===== src/rtl/quad_color_ctrl.sv =====
// Quadrant colour table: debounced panel writes and a demo rotator update a shadow table,
// which is copied to the live colour outputs only on frame_start.
module quad_color_ctrl #(
   parameter int DEB_CYCLES  = 1000000,
   parameter int DEMO_FRAMES = 60
) (
   input  logic        clk,
   input  logic        rst,
   input  logic        key_n,
   input  logic [1:0]  sw_quad,
   input  logic [1:0]  sw_chan,
   input  logic [7:0]  sw_val,
   input  logic        demo_en,
   input  logic        frame_start,
   output logic [23:0] color0,
   output logic [23:0] color1,
   output logic [23:0] color2,
   output logic [23:0] color3,
   output logic        busy,
   output logic [7:0]  wr_count
);

   localparam int DW = (DEB_CYCLES > 1) ? $clog2(DEB_CYCLES) : 1;
   localparam int FW = (DEMO_FRAMES > 1) ? $clog2(DEMO_FRAMES) : 1;

   typedef enum logic {S_IDLE, S_ROTATE} state_t;

   state_t          state_q, state_d;
   logic            sync1_q, sync2_q;
   logic            deb_q, deb_d;
   logic [DW-1:0]   deb_cnt_q, deb_cnt_d;
   logic            press_q, press_d;
   logic [FW-1:0]   fcnt_q, fcnt_d;
   logic            pend_q, pend_d;
   logic            hold_q, hold_d;
   logic [1:0]      hold_quad_q, hold_quad_d;
   logic [1:0]      hold_chan_q, hold_chan_d;
   logic [7:0]      hold_val_q, hold_val_d;
   logic [23:0]     shadow_q [4];
   logic [23:0]     shadow_d [4];
   logic [23:0]     color_q [4];
   logic [23:0]     color_d [4];
   logic            dirty_q, dirty_d;
   logic [7:0]      wr_cnt_q, wr_cnt_d;
   logic            do_wr;
   logic [1:0]      wr_quad, wr_chan;
   logic [7:0]      wr_val;

   // Debounce: the counter only runs while the synced level disagrees with the debounced one.
   always_comb begin
      deb_d     = deb_q;
      deb_cnt_d = '0;
      press_d   = 1'b0;
      if (sync2_q != deb_q) begin
         if (deb_cnt_q == DW'(DEB_CYCLES - 1)) begin
            deb_d   = sync2_q;
            press_d = deb_q & ~sync2_q;
         end else begin
            deb_cnt_d = deb_cnt_q + 1'b1;
         end
      end
   end

   always_comb begin
      state_d     = state_q;
      fcnt_d      = fcnt_q;
      pend_d      = pend_q;
      hold_d      = hold_q;
      hold_quad_d = hold_quad_q;
      hold_chan_d = hold_chan_q;
      hold_val_d  = hold_val_q;
      shadow_d    = shadow_q;
      color_d     = color_q;
      dirty_d     = dirty_q;
      wr_cnt_d    = wr_cnt_q;
      do_wr       = 1'b0;
      wr_quad     = sw_quad;
      wr_chan     = sw_chan;
      wr_val      = sw_val;

      // Commit reads the pre-write shadow; a same-cycle write re-sets dirty below.
      if (frame_start && dirty_q) begin
         color_d = shadow_q;
         dirty_d = 1'b0;
      end

      case (state_q)
         S_IDLE: begin
            if (hold_q) begin
               do_wr   = 1'b1;
               wr_quad = hold_quad_q;
               wr_chan = hold_chan_q;
               wr_val  = hold_val_q;
               hold_d  = 1'b0;
            end else if (press_q) begin
               do_wr = 1'b1;
            end else if (pend_q) begin
               state_d = S_ROTATE;
            end
         end
         S_ROTATE: begin
            for (int i = 0; i < 4; i++) shadow_d[i] = shadow_q[(i + 3) % 4];
            dirty_d  = 1'b1;
            wr_cnt_d = wr_cnt_q + 8'd1;
            pend_d   = 1'b0;
            state_d  = S_IDLE;
            if (press_q) begin
               hold_d      = 1'b1;
               hold_quad_d = sw_quad;
               hold_chan_d = sw_chan;
               hold_val_d  = sw_val;
            end
         end
         default: state_d = S_IDLE;
      endcase

      if (do_wr && wr_chan != 2'b11) begin
         shadow_d[wr_quad][{wr_chan, 3'b000} +: 8] = wr_val;
         dirty_d  = 1'b1;
         wr_cnt_d = wr_cnt_q + 8'd1;
      end

      if (!demo_en) begin
         fcnt_d = '0;
         pend_d = 1'b0;
      end else if (frame_start) begin
         if (fcnt_q == FW'(DEMO_FRAMES - 1)) begin
            fcnt_d = '0;
            pend_d = 1'b1;
         end else begin
            fcnt_d = fcnt_q + 1'b1;
         end
      end
   end

   always_ff @(posedge clk or posedge rst) begin
      if (rst) begin
         state_q     <= S_IDLE;
         sync1_q     <= 1'b1;
         sync2_q     <= 1'b1;
         deb_q       <= 1'b1;
         deb_cnt_q   <= '0;
         press_q     <= 1'b0;
         fcnt_q      <= '0;
         pend_q      <= 1'b0;
         hold_q      <= 1'b0;
         hold_quad_q <= '0;
         hold_chan_q <= '0;
         hold_val_q  <= '0;
         dirty_q     <= 1'b0;
         wr_cnt_q    <= '0;
         for (int i = 0; i < 4; i++) begin
            shadow_q[i] <= '0;
            color_q[i]  <= '0;
         end
      end else begin
         state_q     <= state_d;
         sync1_q     <= key_n;
         sync2_q     <= sync1_q;
         deb_q       <= deb_d;
         deb_cnt_q   <= deb_cnt_d;
         press_q     <= press_d;
         fcnt_q      <= fcnt_d;
         pend_q      <= pend_d;
         hold_q      <= hold_d;
         hold_quad_q <= hold_quad_d;
         hold_chan_q <= hold_chan_d;
         hold_val_q  <= hold_val_d;
         dirty_q     <= dirty_d;
         wr_cnt_q    <= wr_cnt_d;
         shadow_q    <= shadow_d;
         color_q     <= color_d;
      end
   end

   assign color0   = color_q[0];
   assign color1   = color_q[1];
   assign color2   = color_q[2];
   assign color3   = color_q[3];
   assign busy     = dirty_q;
   assign wr_count = wr_cnt_q;

endmodule


===== config.mk =====
export PLATFORM = sky130hd
export DESIGN_NAME = quad_color_ctrl
export DESIGN_NICKNAME = d
export VERILOG_FILES = /design/src/rtl/quad_color_ctrl.sv
export SDC_FILE = /design/constraint.sdc
export NUM_CORES = 1
export LEC_CHECK = 0
export BUFFER_PORTS_ARGS = -buffer_cell sky130_fd_sc_hd__buf_2
export CORE_MARGIN = 5
export CORE_UTILIZATION = 40
export DETAILED_ROUTE_END_ITERATION = 10
export PLACE_DENSITY = 0.6
export SETUP_SLACK_MARGIN = 0.1
export SKIP_CTS_REPAIR_TIMING = 1
export SLEW_MARGIN = 20
export SYNTH_ARGS = -nofsm -noshare
export SYNTH_HDL_FRONTEND = slang
export SYNTH_SLANG_ARGS = --single-unit

===== constraint.sdc =====
create_clock -name clk -period 23 [get_ports clk]
set_input_delay 5.75 -clock clk [delete_from_list [all_inputs] [get_ports clk]]
set_output_delay 5.75 -clock clk [all_outputs]
set_load 0.02 [all_outputs]

==> results.py, run 1 <==
metrics = {
    "power": {
        "power_w": 0.000964,
        "intPower_w": 0.000733,
        "p_leak_nw": 4.97,
        "powerDensity_nw_per_um2": 76.1,
        "sw_frac_of_total_pct": 24.0,
        "p_comb_share_pct": 8.5,
        "ir_drop_uv": 41.1,
        "seqPwrFrac_pct": 48.6,
        "p_clk_share_pct": 42.9,
        "p_sw_w": 0.000231,
    },
    "worst_setup_path": {
        "cp-end-kind": "asynchronous set/reset pin",
        "reg2reg_to": "shadow_q[41]",
        "path_delay_family": "buffers and inverters",
        "worstSetupStartpointType": "input pin",
        "cp_common_cell": "buf_4",
        "critPathSlowestCell": "buf_4",
        "path_max_fanout": 110,
        "critical-path-max-stage-delay_ns": 0.81,
        "rr_worst_depth": 8,
        "critPathBufInv": 4,
        "r2r-start": "state_q",
        "crit_chain": "buf_2 > inv_8 > buf_4 > buf_4",
        "r2r_slack_ns": 18.72,
        "arrival_ns": 8.12,
        "crit_type": "input pin to asynchronous set/reset pin",
        "required_ns": 23.44,
    },
    "timing": {
        "slew_headroom_pct": 25.0,
        "finalSetupViolations": 0,
        "hold_viol_final": 0,
        "period_needed_ns": 7.68,
        "tns_ns": 0,
        "rsz0062_at_grt": "false",
        "fin_ws_ns": 15.32,
        "fmax_ghz": 0.130,
        "worst_slew_pin_slew_ns": 1.12,
        "skew_ns": 0.0170,
        "drv_slew": 0,
        "fin_crit_sh_pct": 33.4,
    },
    "clocking": {
        "htree_levels": 1,
        "cts_sinks": 246,
        "cts_buffer_depth": 3,
        "cts_buffers": 27,
        "root_buffer": "clkbuf_16",
        "cts_tree": "built",
        "clk_pin_slew_ns": 0.06,
        "clkLatencyLatePin_ns": 0.53,
    },
    "hold_path": {
        "hp-start": "sync1_q",
        "holdPathEnd": "sync2_q",
        "hold_class": "flip-flop to flip-flop",
        "min_path_cells": 0,
    },
    "synthesis": {
        "synth_top_area_share_pct": 56.0,
        "yosysSeqAreaShare_pct": 56.7,
        "yosys_warnings": 0,
        "syn_inst": 802,
        "synth_top_area_cell": "dfrtp_1",
        "synth_area_sq_um": 10900,
        "synth_area_leaders": "dfrtp_1, mux2i_1, mux2_2",
        "synthDistinctLibCells": 43,
        "synth_edf_count": 0,
        "synth_nets": 828,
        "async_flop_share_pct": 100,
        "ys_ff_latch": 246,
        "syn_avg_cell_area_sq_um": 13.5,
        "synthFlopType": "dfrtp_1",
    },
    "global_routing": {
        "grtUsageTotal_pct": 15.4,
        "grt_max_degree": 111,
        "grt_pass1_wl_mm": 38.8,
        "grt_pass1_vias": 7022,
        "grt_antenna_before_repair": 0,
        "gr-total-overflow": 0,
    },
    "final_layout": {
        "stdcell_count": 1283,
        "drive_above_1_share_pct": 31.2,
        "area_growth_pct": 16.6,
        "fin_nets": 948,
        "n_antenna_cell": 0,
        "final_common_cell": "dfrtp_1",
        "fill_cells": 2451,
        "multi_input_area_sq_um": 4530,
        "ff_latch_area_sq_um": 6160,
        "mostFrequentLayoutCells": "dfrtp_1, mux2i_1, buf_2",
    },
    "die": {
        "io_pins": 122,
        "die_h_um": 175,
        "die_area_sq_um": 30500,
        "start_util_pct": 40.4,
        "rows": 60,
        "fp.dieW_um": 175,
        "core_sq_um": 26900,
    },
    "placed_design": {
        "port_buffers": 121,
        "gp_congestion": 0.768,
        "placed_cells": 1234,
        "dp_slack_ns": 14.56,
        "dp_hpwl_mm": 15.8,
    },
    "drt": {
        "num_vias": 6609,
        "ant_nets": 0,
        "viasPerCell": 5.15,
        "drc": 0,
        "wirelength_mm": 23.4,
        "drtIter0Drc": 275,
        "drt_first_pass_iters": 4,
        "wl_per_cell_um": 18.3,
    },
    "status": {
        "outcome": "completed",
    },
    "flow_run": {
        "max_cap_violations": 0,
    },
}
-- power groups by stage --
stage          sequential [W]  clock, W  combinational (W)
2_1_floorplan        0.000495         0          0.0000323
3_3_place_gp         0.000476         0          0.0000827
3_5_place_dp         0.000476         0          0.0000836
4_1_cts              0.000469  0.000428          0.0000839
5_1_grt              0.000471  0.000446          0.0000899
6_report             0.000468  0.000414          0.0000815
-- state kept, by name (all words and copies together), names as in the netlist, 2 cells and up --
signal,cells
wr_count,8
shadow_q,96
color2,24
hold_chan_q,2
color1,24
hold_quad_q,2
color3,24
fcnt_q,6
color0,24
deb_cnt_q,20
hold_val_q,8
-- worst max-delay path by stage --
stage / startpoint / to / slack [ns] / cells after the start
after floorplan: rst / busy / 10.50 / 1
after global placement: rst / state_q / 14.55 / 4
after detailed placement: rst / state_q / 14.56 / 4
after CTS: rst / state_q / 15.12 / 4
after global routing: rst / state_q / 14.79 / 4
final: rst / state_q / 15.32 / 4
-- per-stage QoR --
| stage | area (sq um) | hold WS (ns) | utilization, % |
|---|---|---|---|
| 3_5_place_dp | 11800 | 0.348 | 43.9 |
| 5_1_grt | 12700 | 0.371 | 47.1 |
| 2_1_floorplan | 10900 | 0.345 | - |
| 6_report | 12700 | 0.361 | 47.1 |
| 4_1_cts | 12700 | 0.364 | 47.1 |
| 3_3_place_gp | 11800 | 0.346 | 43.9 |
-- cell type report --
class,instances,area share [%]
clock inverter,7,0.524
tap,341,3.37
clock buffer,42,6.25
sequential,246,48.7
inverter,10,0.356
timing repair buffer,126,5.08
multi-input combinational,511,35.8
-- cells in the mapped netlist (4+ instances only) --
cell type	number
a21oi_1	9
and3_1	4
buf_1	7
buf_2	10
clkbuf_1	18
dfrtp_1	243
ha_1	9
inv_1	10
mux2_2	116
mux2i_1	196
nand2_1	37
nand2b_1	9
nand3_1	15
nand4_1	10
nor2_1	25
nor2b_1	4
nor3_1	5
o21ai_0	9
or3_1	6
xnor2_1	13
xor2_1	6
-- cells by family (layout without fill, tap and decap cells) --
| logic type | after synthesis | in the layout | share of synthesized area (%) |
|---|---|---|---|
| AO/OA/AOI/OAI | 33 | 33 | 2.20 |
| XOR/XNOR | 19 | 19 | 1.53 |
| adder cells (fa/ha/maj) | 9 | 9 | 1.04 |
| buffers and inverters | 45 | 185 | 1.67 |
| flip-flops | 246 | 246 | 56.7 |
| multiplexers | 312 | 312 | 30.1 |
| AND/OR/NAND/NOR | 138 | 138 | 6.74 |
-- metal layers --
metal / part of all wire, % / track usage, % / wire [um]
met3: 4.4 / 3.18 / 1030
met1: 47 / 21.3 / 10900
met5: 0 / 0 / 0
met2: 47 / 25.0 / 11100
met4: 1.7 / 3.73 / 405
(Power assumes the default switching activity.)
==> inputs of run 2 (changes only) <==
Settings changed: ABC_AREA set to 1.
Clock period 23 ns to 7.8 ns, I/O delays scaled along.
==> results.py, run 2 <==
metrics = {
    "status": {
        "outcome": "completed",
    },
    "drt": {
        "drtIter0Drc": 559,
        "ant_nets": 0,
        "wl_per_cell_um": 15.1,
        "drc": 0,
        "viasPerCell": 4.90,
        "drt_first_pass_iters": 5,
        "wirelength_mm": 25.3,
        "num_vias": 8229,
    },
    "synthesis": {
        "async_flop_share_pct": 100,
        "yosys.area_share.xor_xnor_pct": 1.35,
        "synth_top_family_by_area": "simple AND/OR/NAND/NOR gates",
        "yosysMostFrequentCell": "nand2_1",
        "synth_area_leaders": "dfrtp_1, nand2_1, o21ai_0",
        "syn_inst": 1217,
        "synth_top_area_cell": "dfrtp_1",
        "ys_ff_latch": 246,
        "synth_top_area_share_pct": 55.3,
        "syn_avg_cell_area_sq_um": 9.04,
        "synthMuxAreaShare_pct": 5.91,
        "yosysSeqAreaShare_pct": 56.0,
        "synthFlopType": "dfrtp_1",
        "synthTopCellsByCount": "nand2_1, dfrtp_1, o21ai_0, nor2_1, inv_1",
        "synthAdderAreaFrac_pct": 1.02,
        "yosys_warnings": 0,
        "synth_edf_count": 0,
        "synth_simple_gate_area_share_pct": 16.8,
        "synth_nets": 1243,
        "synthDistinctLibCells": 37,
        "synth_area_sq_um": 11000,
        "synth_compound_area_share_pct": 12.8,
    },
    "power": {
        "ir_drop_uv": 157,
        "power_w": 0.00325,
        "p_leak_nw": 5.79,
        "powerDensity_nw_per_um2": 254,
    },
    "clocking": {
        "cts_sinks": 246,
        "clk_pin_slew_ns": 0.06,
        "root_buffer": "clkbuf_16",
        "clkLatencyLatePin_ns": 0.53,
        "cts_buffer_depth": 3,
        "cts_tree": "built",
        "cts_buffers": 28,
        "htree_levels": 1,
    },
    "worst_setup_path": {
        "crit_chain": "buf_2 > inv_1 > nand2_1 > o21ai_0 > inv_1 > ha_1 > nor3_2 > nand2_1 > nor2_2 > o21ai_0",
        "critPathSlowestCell": "nor2_2",
        "path_delay_family": "simple AND/OR/NAND/NOR gates",
        "critical-path-max-stage-delay_ns": 0.57,
        "critPathBufInv": 3,
        "crit_type": "input pin to flip-flop",
        "required_ns": 8.18,
        "worstSetupStartpointType": "input pin",
        "cp-end-kind": "flip-flop",
        "arrival_ns": 4.03,
        "path_max_fanout": 16,
    },
    "timing": {
        "tns_ns": 0,
        "finalSetupViolations": 0,
        "drv_slew": 0,
        "hold_viol_final": 0,
        "rsz0062_at_grt": "false",
        "period_needed_ns": 3.66,
        "fin_crit_sh_pct": 46.9,
        "slew_headroom_pct": 37.2,
        "fmax_ghz": 0.274,
        "skew_ns": 0.00881,
        "worst_slew_pin_slew_ns": 0.943,
    },
    "placed_design": {
        "gp_congestion": 0.831,
        "dp_hpwl_mm": 17.2,
        "port_buffers": 121,
        "placed_cells": 1629,
    },
    "die": {
        "rows": 60,
        "die_h_um": 176,
        "fp.dieW_um": 176,
        "die_area_sq_um": 30900,
        "start_util_pct": 40.7,
        "core_sq_um": 27000,
        "io_pins": 122,
    },
    "global_routing": {
        "gr-total-overflow": 0,
        "grt-busiest-layer": "met2",
        "grt_antenna_before_repair": 0,
        "grt_pass1_vias": 7969,
        "grtUsageMet1_pct": 23.8,
        "grt_use_met2_pct": 25.5,
        "grtUsageTotal_pct": 16.3,
        "use_met3_pct": 2.71,
        "grt_max_degree": 163,
        "grt_pass1_wl_mm": 42.1,
    },
    "final_layout": {
        "final_util_pct": 47.3,
        "fin_nets": 1344,
        "final_common_cell": "nand2_1",
        "drive_above_1_share_pct": 17.5,
        "regMostFlops": "shadow_q",
        "n_antenna_cell": 0,
        "stdcell_count": 1680,
        "largest_register_ff_count": 96,
        "mostFrequentLayoutCells": "nand2_1, dfrtp_1, o21ai_0",
        "area_growth_pct": 16.2,
    },
    "flow_run": {
        "max_cap_violations": 0,
    },
    "hold_path": {
        "hold_class": "flip-flop to flip-flop",
    },
}
[run 2: changes by cell type in the layout (fill, tap and decap cells not counted), moves of 6 or more]
| cell | delta |
|---|---|
| or3_1 | -6 |
| mux2i_1 | -166 |
| o21ai_0 | +141 |
| o21ai_1 | +34 |
| nand2b_1 | -9 |
| mux2_2 | -85 |
| inv_1 | +94 |
| nor2_4 | +9 |
| nand3_1 | +8 |
| a21oi_1 | +62 |
| nand2_2 | +6 |
| o211ai_1 | +9 |
| nor2_1 | +121 |
| nand2_1 | +210 |
[run 2: through the flow]
step           hold slack [ns]  setup slack [ns]  instance area [sq um]
2_1_floorplan            0.345              2.62                  11000
3_3_place_gp             0.350              3.68                  11800
3_5_place_dp             0.350              3.61                  11800
4_1_cts                  0.359              4.14                  12800
5_1_grt                  0.364              3.93                  12800
6_report                 0.356              4.14                  12800
[run 2: report_power, final]
group          leakage, nW  switching, W  internal, W  total, W
logic                 2.56      0.000289     0.000145  0.000433
registers             2.76     0.0000765      0.00141   0.00149
clock network        0.477      0.000514     0.000819   0.00133
[run 2: layout make-up]
type / instances / area [sq um]
sequential: 246 / 6160
timing repair buffer: 125 / 652
inverter: 108 / 412
clock inverter: 9 / 98.8
clock buffer: 42 / 855
fill: 2666 / 14200
tap: 341 / 427
multi-input combinational: 809 / 4180
[run 2: worst paths after layout]
check | startpoint | endpoint | slack [ns] | cells past startpoint
max | sw_chan[1] | shadow_q[60] | 4.14 | 10
min reg2reg | sync1_q | sync2_q | 0.36 | 0
max in group asynchronous | rst | state_q | 5.09 | 3
min | sync1_q | sync2_q | 0.36 | 0
max reg2reg | state_q | shadow_q[60] | 4.28 | 9
min in group asynchronous | rst | color0[18] | 1.44 | 2
[run 2: routing by layer]
layer / vias to the layer above / wire, um / part of all wire, %
met4: 0 / 408 / 1.6
met5: - / 0 / 0
met2: 161 / 11500 / 45
met3: 31 / 1310 / 5.2
li1: 4164 / - / -
met1: 3873 / 12200 / 48
[run 2: logic make-up (layout without fill, tap and decap cells)]
kind of cell / Yosys count / after routing
XOR/XNOR: 17 / 17
buffers and inverters: 162 / 284
adder cells (fa/ha/maj): 9 / 9
AO/OA/AOI/OAI: 272 / 272
AND/OR/NAND/NOR: 450 / 450
multiplexers: 61 / 61
flip-flops: 246 / 246
==> inputs of run 3 (changes only) <==
Clock period 7.8 ns to 3.8 ns, I/O delays scaled along.
==> results.py, run 3 (synthesized netlist as in run 2, its figures left out) <==
metrics = {
    "worst_setup_path": {
        "worstSetupStartpointType": "flip-flop",
        "reg2reg_to": "shadow_q[68]",
        "path_max_fanout": 16,
        "r2r_slack_ns": 0.94,
        "r2r-start": "state_q",
        "rr_worst_depth": 9,
        "arrival_ns": 3.23,
        "cp-end-kind": "flip-flop",
        "crit_type": "flip-flop to flip-flop",
        "required_ns": 4.17,
    },
    "drt": {
        "wl_per_cell_um": 15.0,
        "drc": 0,
        "viasPerCell": 4.90,
        "drtIter0Drc": 415,
        "num_vias": 8266,
        "ant_nets": 0,
        "drt_first_pass_iters": 8,
        "wirelength_mm": 25.4,
    },
    "placed_design": {
        "dp_hpwl_mm": 17.8,
        "dp_slack_ns": 0.607,
        "gp_congestion": 0.843,
        "port_buffers": 121,
    },
    "final_layout": {
        "n_antenna_cell": 0,
        "drive_above_1_share_pct": 17.8,
        "final_common_cell": "nand2_1",
        "fill_cells": 2614,
        "area_growth_pct": 16.6,
        "regMostFlops": "shadow_q",
        "largest_register_ff_count": 96,
        "fin_nets": 1352,
        "mostFrequentLayoutCells": "nand2_1, dfrtp_1, o21ai_0",
    },
    "global_routing": {
        "grt_pass1_wl_mm": 42.1,
        "gr-total-overflow": 0,
        "grt_max_degree": 101,
        "grtUsageTotal_pct": 16.4,
        "grt_antenna_before_repair": 1,
        "grt_pass1_vias": 8043,
    },
    "clocking": {
        "htree_levels": 1,
        "root_buffer": "clkbuf_16",
        "cts_tree": "built",
        "cts_buffer_depth": 3,
        "clkLatencyLatePin_ns": 0.54,
        "cts_buffers": 27,
        "clk_pin_slew_ns": 0.06,
        "cts_sinks": 246,
    },
    "timing": {
        "skew_ns": 0.0159,
        "slew_headroom_pct": 39.0,
        "period_needed_ns": 2.86,
        "rsz0062_at_grt": "false",
        "worst_slew_pin_slew_ns": 0.916,
        "drv_slew": 0,
        "fmax_ghz": 0.350,
        "hold_viol_final": 0,
        "fin_crit_sh_pct": 75.2,
        "fin_hold_ws_ns": 0.357,
        "fin_ws_ns": 0.941,
        "finalSetupViolations": 0,
    },
    "power": {
        "p_leak_nw": 5.81,
        "powerDensity_nw_per_um2": 512,
        "ir_drop_uv": 292,
        "power_w": 0.00657,
    },
    "hold_path": {
        "hold_class": "flip-flop to flip-flop",
        "min_path_cells": 0,
        "holdPathEnd": "sync2_q",
        "hp-start": "sync1_q",
    },
    "die": {
        "fp.dieW_um": 176,
        "die_area_sq_um": 30900,
        "core_sq_um": 27000,
        "die_h_um": 176,
        "io_pins": 122,
        "rows": 60,
        "start_util_pct": 40.7,
    },
    "status": {
        "outcome": "completed",
    },
    "flow_run": {
        "max_cap_violations": 0,
    },
}
## run 3: layer usage
metal  track usage, %  vias up  part of all wire, %  wire [um]
met1             23.3     3900                   47      11900
li1                 -     4180                    -          -
met4             4.42        2                  2.6        661
met3             2.91       42                  4.6       1180
met2             26.3      142                   46      11600
met5                0        -                0.028          7
## run 3: worst max-delay path: stages (launching register included)
cell and delay [ns]:
dfrtp_4 0.48, inv_4 0.09, nand2_2 0.08, o21ai_0 0.42, inv_1 0.15, ha_1 0.27, nor3_2 0.23, nand2_1 0.24
nor2_2 0.53, o21ai_0 0.22
## run 3: where the power goes
part	switching, W	leakage, nW	internal [W]	total [W]
sequential	0.000161	2.76	0.00290	0.00306
clock	0.00105	0.435	0.00157	0.00262
combinational	0.000590	2.61	0.000302	0.000892
## run 3: area by class of cell
| type | count | area [sq um] | area share, % |
|---|---|---|---|
| Sequential cell | 246 | 6160 | 48.1 |
| Multi-Input combinational cell | 809 | 4180 | 32.6 |
| Timing Repair Buffer | 134 | 753 | 5.88 |
| Clock buffer | 35 | 736 | 5.74 |
| Tap cell | 341 | 427 | 3.33 |
| Inverter | 108 | 412 | 3.21 |
| Clock inverter | 13 | 153 | 1.19 |
## run 3: worst max path at each step
stage | cells past startpoint | endpoint | start | slack, ns
2_1_floorplan | 1 | busy | rst | -0.38
3_3_place_gp | 10 | shadow_q[68] | sw_chan[1] | 0.76
3_5_place_dp | 10 | shadow_q[66] | sw_chan[1] | 0.61
4_1_cts | 9 | shadow_q[68] | state_q | 0.89
5_1_grt | 9 | shadow_q[66] | state_q | 0.61
6_report | 9 | shadow_q[68] | state_q | 0.94
## run 3: through the flow
stage                     cells  area, sq um  utilization [%]  setup TNS [ns]
after floorplan            1217        11000                -          -92.17
after global placement     1638        11900             44.1               0
after detailed placement   1638        11900             44.1               0
after CTS                  1686        12800             47.4               0
after global routing       1686        12800             47.4               0
final                      1686        12800             47.4               0
